## config.mk

```make
export PLATFORM = sky130hd
export DESIGN_NAME = lcd_frame_receiver
export DESIGN_NICKNAME = d
export VERILOG_FILES = /design/src/rtl/lcd_frame_receiver_pkg.sv /design/src/rtl/lcd_frame_receiver_packer.sv /design/src/rtl/lcd_frame_receiver.sv
export SDC_FILE = /design/constraint.sdc
export NUM_CORES = 1
export LEC_CHECK = 0
export ABC_AREA = 1
export ABC_CLOCK_PERIOD_IN_PS = 2500
export CAP_MARGIN = 20
export CORE_MARGIN = 3
export CORE_UTILIZATION = 51
export CTS_BUF_LIST = sky130_fd_sc_hd__clkbuf_4 sky130_fd_sc_hd__clkbuf_8
export DETAILED_ROUTE_END_ITERATION = 12
export GPL_TIMING_DRIVEN = 0
export MAX_ROUTING_LAYER = met4
export PLACE_DENSITY_LB_ADDON = 0.15
export SLEW_MARGIN = 20
export SYNTH_ARGS = -nofsm -noshare
export SYNTH_HDL_FRONTEND = slang
export SYNTH_SLANG_ARGS = --single-unit
```

## constraint.sdc

```tcl
create_clock -name clk -period 2.5 [get_ports clk]
set_input_delay 0.375 -clock clk [delete_from_list [all_inputs] [get_ports clk]]
set_output_delay 0.375 -clock clk [all_outputs]
set_load 0.005 [all_outputs]
```

## src/rtl/lcd_frame_receiver_pkg.sv

```systemverilog
// Shared LCD video types: panel geometry, frame-buffer sizing and receiver state encoding.
package lcd_frame_receiver_pkg;

    localparam int LCD_LINEWIDTH      = 160;
    localparam int LCD_LINES          = 144;
    localparam int LCD_BYTES_PER_LINE = LCD_LINEWIDTH / 4;
    localparam int LCD_FB_BYTES       = 5760;
    localparam int LCD_FB_ADDR_BITS   = 13;

    typedef logic [1:0] Pixel;

    typedef enum logic {
        RX_IDLE = 1'b0,
        RX_RECV = 1'b1
    } RxState;

endpackage

```

## src/rtl/lcd_frame_receiver_packer.sv

```systemverilog
// Packs four 2-bit pixels into one byte, pixel 0 in the MS bits; slot 0 always starts a fresh byte.
module lcd_pixel_packer
    import lcd_frame_receiver_pkg::*;
(
    input  logic       clk,
    input  logic       reset_n,
    input  logic       load,
    input  logic       discard,
    input  logic [1:0] slot,
    input  Pixel       pix,
    output logic [7:0] pack_byte
);

    logic [7:0] pack_q;
    logic [7:0] base;

    // pack_byte already includes the incoming pixel so a full byte is available in the 4th pixel's cycle
    always_comb begin
        base      = (discard || slot == 2'd0) ? 8'h00 : pack_q;
        pack_byte = base;
        case (slot)
            2'd0:    pack_byte[7:6] = pix;
            2'd1:    pack_byte[5:4] = pix;
            2'd2:    pack_byte[3:2] = pix;
            default: pack_byte[1:0] = pix;
        endcase
    end

    always_ff @(posedge clk or negedge reset_n) begin
        if (!reset_n) begin
            pack_q <= 8'h00;
        end else if (discard) begin
            pack_q <= 8'h00;
        end else if (load) begin
            pack_q <= pack_byte;
        end
    end

endmodule

```

## src/rtl/lcd_frame_receiver.sv

```systemverilog
// Receives the PPU pixel stream, checks line/frame geometry and writes packed frames to the frame buffer.
module lcd_frame_receiver
    import lcd_frame_receiver_pkg::*;
#(
    parameter int LINE_WIDTH = LCD_LINEWIDTH,
    parameter int NUM_LINES  = LCD_LINES,
    parameter int FB_ADDR_W  = LCD_FB_ADDR_BITS
) (
    input  logic                 clk,
    input  logic                 reset_n,
    input  logic                 lcd_enable,
    input  logic                 pix_valid,
    input  Pixel                 pix_data,
    input  logic                 pix_sof,
    input  logic                 pix_eol,
    output logic                 fb_we,
    output logic [FB_ADDR_W-1:0] fb_addr,
    output logic [7:0]           fb_wdata,
    output logic                 frame_done,
    output logic [7:0]           frame_count,
    output logic                 err_short_line,
    output logic                 err_long_line,
    output logic                 err_sof
);

    localparam int XW  = $clog2(LINE_WIDTH);
    localparam int YW  = (NUM_LINES > 1) ? $clog2(NUM_LINES) : 1;
    localparam int BPL = LINE_WIDTH / 4;

    localparam logic [0:0] ST_IDLE = 1'(RX_IDLE);
    localparam logic [0:0] ST_RECV = 1'(RX_RECV);

    logic [0:0]           state;
    logic [XW-1:0]        x;
    logic [YW-1:0]        y;
    logic [FB_ADDR_W-1:0] line_base;

    logic                 proc, sof_err, at_last, last_line;
    logic                 short_line, long_line, byte_done;
    logic [XW-1:0]        cur_x;
    logic [YW-1:0]        cur_y;
    logic [FB_ADDR_W-1:0] cur_base;
    logic [7:0]           pack_byte;

    // A sof pixel is always treated as position (0,0), whatever the counters held
    always_comb begin
        proc       = pix_valid && lcd_enable && (state == ST_RECV || pix_sof);
        sof_err    = pix_valid && lcd_enable && pix_sof && state == ST_RECV;
        cur_x      = pix_sof ? '0 : x;
        cur_y      = pix_sof ? '0 : y;
        cur_base   = pix_sof ? '0 : line_base;
        at_last    = (cur_x == XW'(LINE_WIDTH - 1));
        last_line  = (cur_y == YW'(NUM_LINES - 1));
        short_line = proc && pix_eol && !at_last;
        long_line  = proc && at_last && !pix_eol;
        byte_done  = proc && !short_line && (cur_x[1:0] == 2'b11);
    end

    lcd_pixel_packer u_packer (
        .clk      (clk),
        .reset_n  (reset_n),
        .load     (proc && !short_line),
        .discard  (!lcd_enable || short_line),
        .slot     (cur_x[1:0]),
        .pix      (pix_data),
        .pack_byte(pack_byte)
    );

    always_ff @(posedge clk or negedge reset_n) begin
        if (!reset_n) begin
            state          <= ST_IDLE;
            x              <= '0;
            y              <= '0;
            line_base      <= '0;
            fb_we          <= 1'b0;
            fb_addr        <= '0;
            fb_wdata       <= 8'h00;
            frame_done     <= 1'b0;
            frame_count    <= 8'h00;
            err_short_line <= 1'b0;
            err_long_line  <= 1'b0;
            err_sof        <= 1'b0;
        end else begin
            fb_we          <= 1'b0;
            frame_done     <= 1'b0;
            err_sof        <= sof_err;
            err_short_line <= short_line && !sof_err;
            err_long_line  <= long_line && !sof_err;
            if (!lcd_enable) begin
                state     <= ST_IDLE;
                x         <= '0;
                y         <= '0;
                line_base <= '0;
            end else if (proc) begin
                if (byte_done) begin
                    fb_we    <= 1'b1;
                    fb_addr  <= cur_base + FB_ADDR_W'(cur_x >> 2);
                    fb_wdata <= pack_byte;
                end
                if (short_line || long_line) begin
                    state     <= ST_IDLE;
                    x         <= '0;
                    y         <= '0;
                    line_base <= '0;
                end else if (at_last) begin
                    x <= '0;
                    if (last_line) begin
                        frame_done  <= 1'b1;
                        frame_count <= frame_count + 8'd1;
                        state       <= ST_IDLE;
                        y           <= '0;
                        line_base   <= '0;
                    end else begin
                        state     <= ST_RECV;
                        y         <= cur_y + YW'(1);
                        line_base <= cur_base + FB_ADDR_W'(BPL);
                    end
                end else begin
                    state     <= ST_RECV;
                    x         <= cur_x + XW'(1);
                    y         <= cur_y;
                    line_base <= cur_base;
                end
            end
        end
    end

endmodule

```

==> reports/metrics.cfg <==
[timing]
finalMaxSlewViolations = 0
setup_tns_ps = 0
tightest_slew_ps = 616
rsz0062_at_grt = no
fin_worst_skew_ps = 14.0
period_minus_slack_ps = 2190
hold_viol_final = 0
finalWorstSetupSlack_ps = 312
slew-limit-headroom_pct = 58.9
timing.fmax_ghz = 0.457
fin_crit_sh_pct = 87.5
finalSetupViolCount = 0

[power]
vdd_drop_max_v = 0.000313
p_sw_uw = 547
swShare_pct = 23.9
cellLeakagePower_uw = 0.00273
power_density_nw_per_um2 = 437
power_frac_comb_pct = 7.3
power_frac_clock_pct = 40.9
cellInternalPower_uw = 1740
power_frac_seq_pct = 51.8

[synth]
async_flop_share_pct = 100
synthDistinctLibCells = 33
synth_fp_nets = 621
syn_area_um2 = 4410
ys_seq_elements = 72
synthCells = 600
yosysWarnings = 0
syn_avg_cell_area_um2 = 7.35
ys_seq_area_share_pct = 40.9
synth-edff-count = 0
synth_top_flop_cell = dfrtp_1

[place]
place_ws_ps = -874
dp.cells = 747
hpwl_um = 7670
dpl_cell_area_um2 = 4980
io_buffers = 41
gp_congestion = 0.978

[detailed_routing]
viasPerCell = 5.27
wire_per_inst_um = 13.6
drt_iter0_drc = 243
wirelength_um = 10400
drc = 0
ant_nets = 0
firstDrtPassIters = 5
num_vias = 4034

[cells_and_area]
final_common_cell = nand2_1
finalNetCount = 676
layout_common_cells = nand2_1, inv_1, dfrtp_1, nor2_1, nand3_1
stdcell_area_um2 = 5230
layoutNonFillerInstCount = 765
drive_gt1_share_pct = 8.94
syn_to_final_growth_pct = 18.5
post-route-util_pct = 63.0
diodes = 0

[setup_path]
timing.rr.end = line_base[12]
worstSetupPathType = in -> reg
worstPathMaxFanout = 10
rr_startpoint = x[0]
arrival_ps = 2400
ff2ff_path_depth = 11
cp.required_ps = 2710
start_kind = input pin
critPathCaptureType = flop
r2r_slack_ps = 330

[die]
initial_core_util_pct = 53.1
pin_count = 42
core_um2 = 8300
dieArea_um2 = 9800
die_h_um = 99.0
die_w_um = 99.0
rows = 33

[status]
status = completed

[clock_tree]
clkTransAtPathRegs_ps = 80
cts_num_sinks = 72
cts-root-buf = clkbuf_8
clockBufferDepth = 2
cts-buffers-inserted = 9
cts-htree-levels = 3
clk_latency_ps = 350
cts_tree = built

[global_routing]
antenna_found_initial = 0
overflow = 0
first_global_vias = 3970
grt.total_usage_pct = 23.0
grt_max_degree = 49
grt_pass1_wl_um = 17900

[run]
maxCapViolCount = 0

[hold_path]
hp-class = in -> async

## cells in the mapped netlist, types with 4 or more instances
library cell  count  area, um^2
nand2_1         214         803
inv_1            76         285
dfrtp_1          72        1800
nor2_1           53         199
nand3_1          50         250
o21ai_0          21         105
xor2_1           15         131
nand4_1          14        87.6
ha_1             12         150
o22ai_1           9        56.3
buf_6             7        78.8
nor3_1            7        35.0
xnor2_1           6        52.6
a21oi_1           5        25.0
clkbuf_1          5        18.8
nor2_2            5        31.3
o21ai_1           4        20.0
## stage by stage
step,power [uW],hold WS (ps)
after global routing,2370,489
after CTS,2300,475
final,2290,470
after floorplan,1280,79.4
after detailed placement,1370,309
after global placement,1360,461
## layout make-up
class                   instances  area (um^2)
fillers                       766         3070
repair buffers                 45          463
flip-flops and latches         72         1800
well taps                     105          131
clock buffers                  13          154
multi-input cells             434         2210
inverters                      80          310
plain buffers                  13          116
clock inverters                 3         42.5
## flip-flops by register name (all words and copies together), names as in the netlist, 8 cells and up
| signal | flops |
|---|---|
| fb_addr | 13 |
| fb_wdata | 8 |
| frame_count | 8 |
| line_base | 13 |
| u_packer.pack_q | 8 |
| x | 8 |
| y | 8 |
## logic make-up after synthesis
logic type / count (synthesis) / synth area share, %
simple gates: 358 / 36.1
flops: 72 / 40.9
xor+xnor: 21 / 4.17
compound gates: 42 / 5.45
buf+inv: 94 / 9.59
fa+ha+maj: 13 / 3.86
## metal layers
metal  GRT usage (%)  part of all wire, %  vias up
met3            3.47                  4.0       21
met2            35.3                   46      107
met5               -                    0        -
li1                -                    -     2002
met4            9.77                  2.4        0
met1            30.5                   47     1904
## worst max-delay path, stage by stage
cell	delay, ps
dlymetal6s2s_1	160
inv_2	100
buf_6	170
buf_6	170
nand2_1	100
inv_1	80
ha_1	220
nand2_1	70
nor2_1	180
nand2_1	110
nor3_2	270
nor2_4	80
buf_4	170
nand2_1	60
o21ai_0	70
## how the worst max path moves through the flow
stage	end	slack [ps]	start	depth (start not counted)
final	line_base[6]	310	pix_sof	15
after global routing	y[1]	170	pix_sof	15
after CTS	y[1]	20	pix_sof	15
after detailed placement	y[7]	-870	pix_sof	16
after global placement	frame_count[0]	-1480	reset_n	1
after floorplan	fb_addr[8]	200	pix_sof	15
## power groups by stage
| stage | registers [uW] | logic (uW) | clock network [uW] |
|---|---|---|---|
| 6_report | 1180 | 167 | 936 |
| 5_1_grt | 1180 | 182 | 1000 |
| 4_1_cts | 1180 | 169 | 952 |
| 3_5_place_dp | 1210 | 164 | 0 |
| 3_3_place_gp | 1210 | 157 | 0 |
| 2_1_floorplan | 1210 | 78.6 | 0 |
## what timing repair did
action / CTS / global route
endpoints found under the setup margin: 68 / 61
hold endpoints to repair: 24 / 0
gates resized for setup: 3 / 6
hold buffers: 1 / 0
pin swaps: 1 / 1
buffers inserted: 1 / 1
Note: power is estimated with default switching activity, not from simulation.
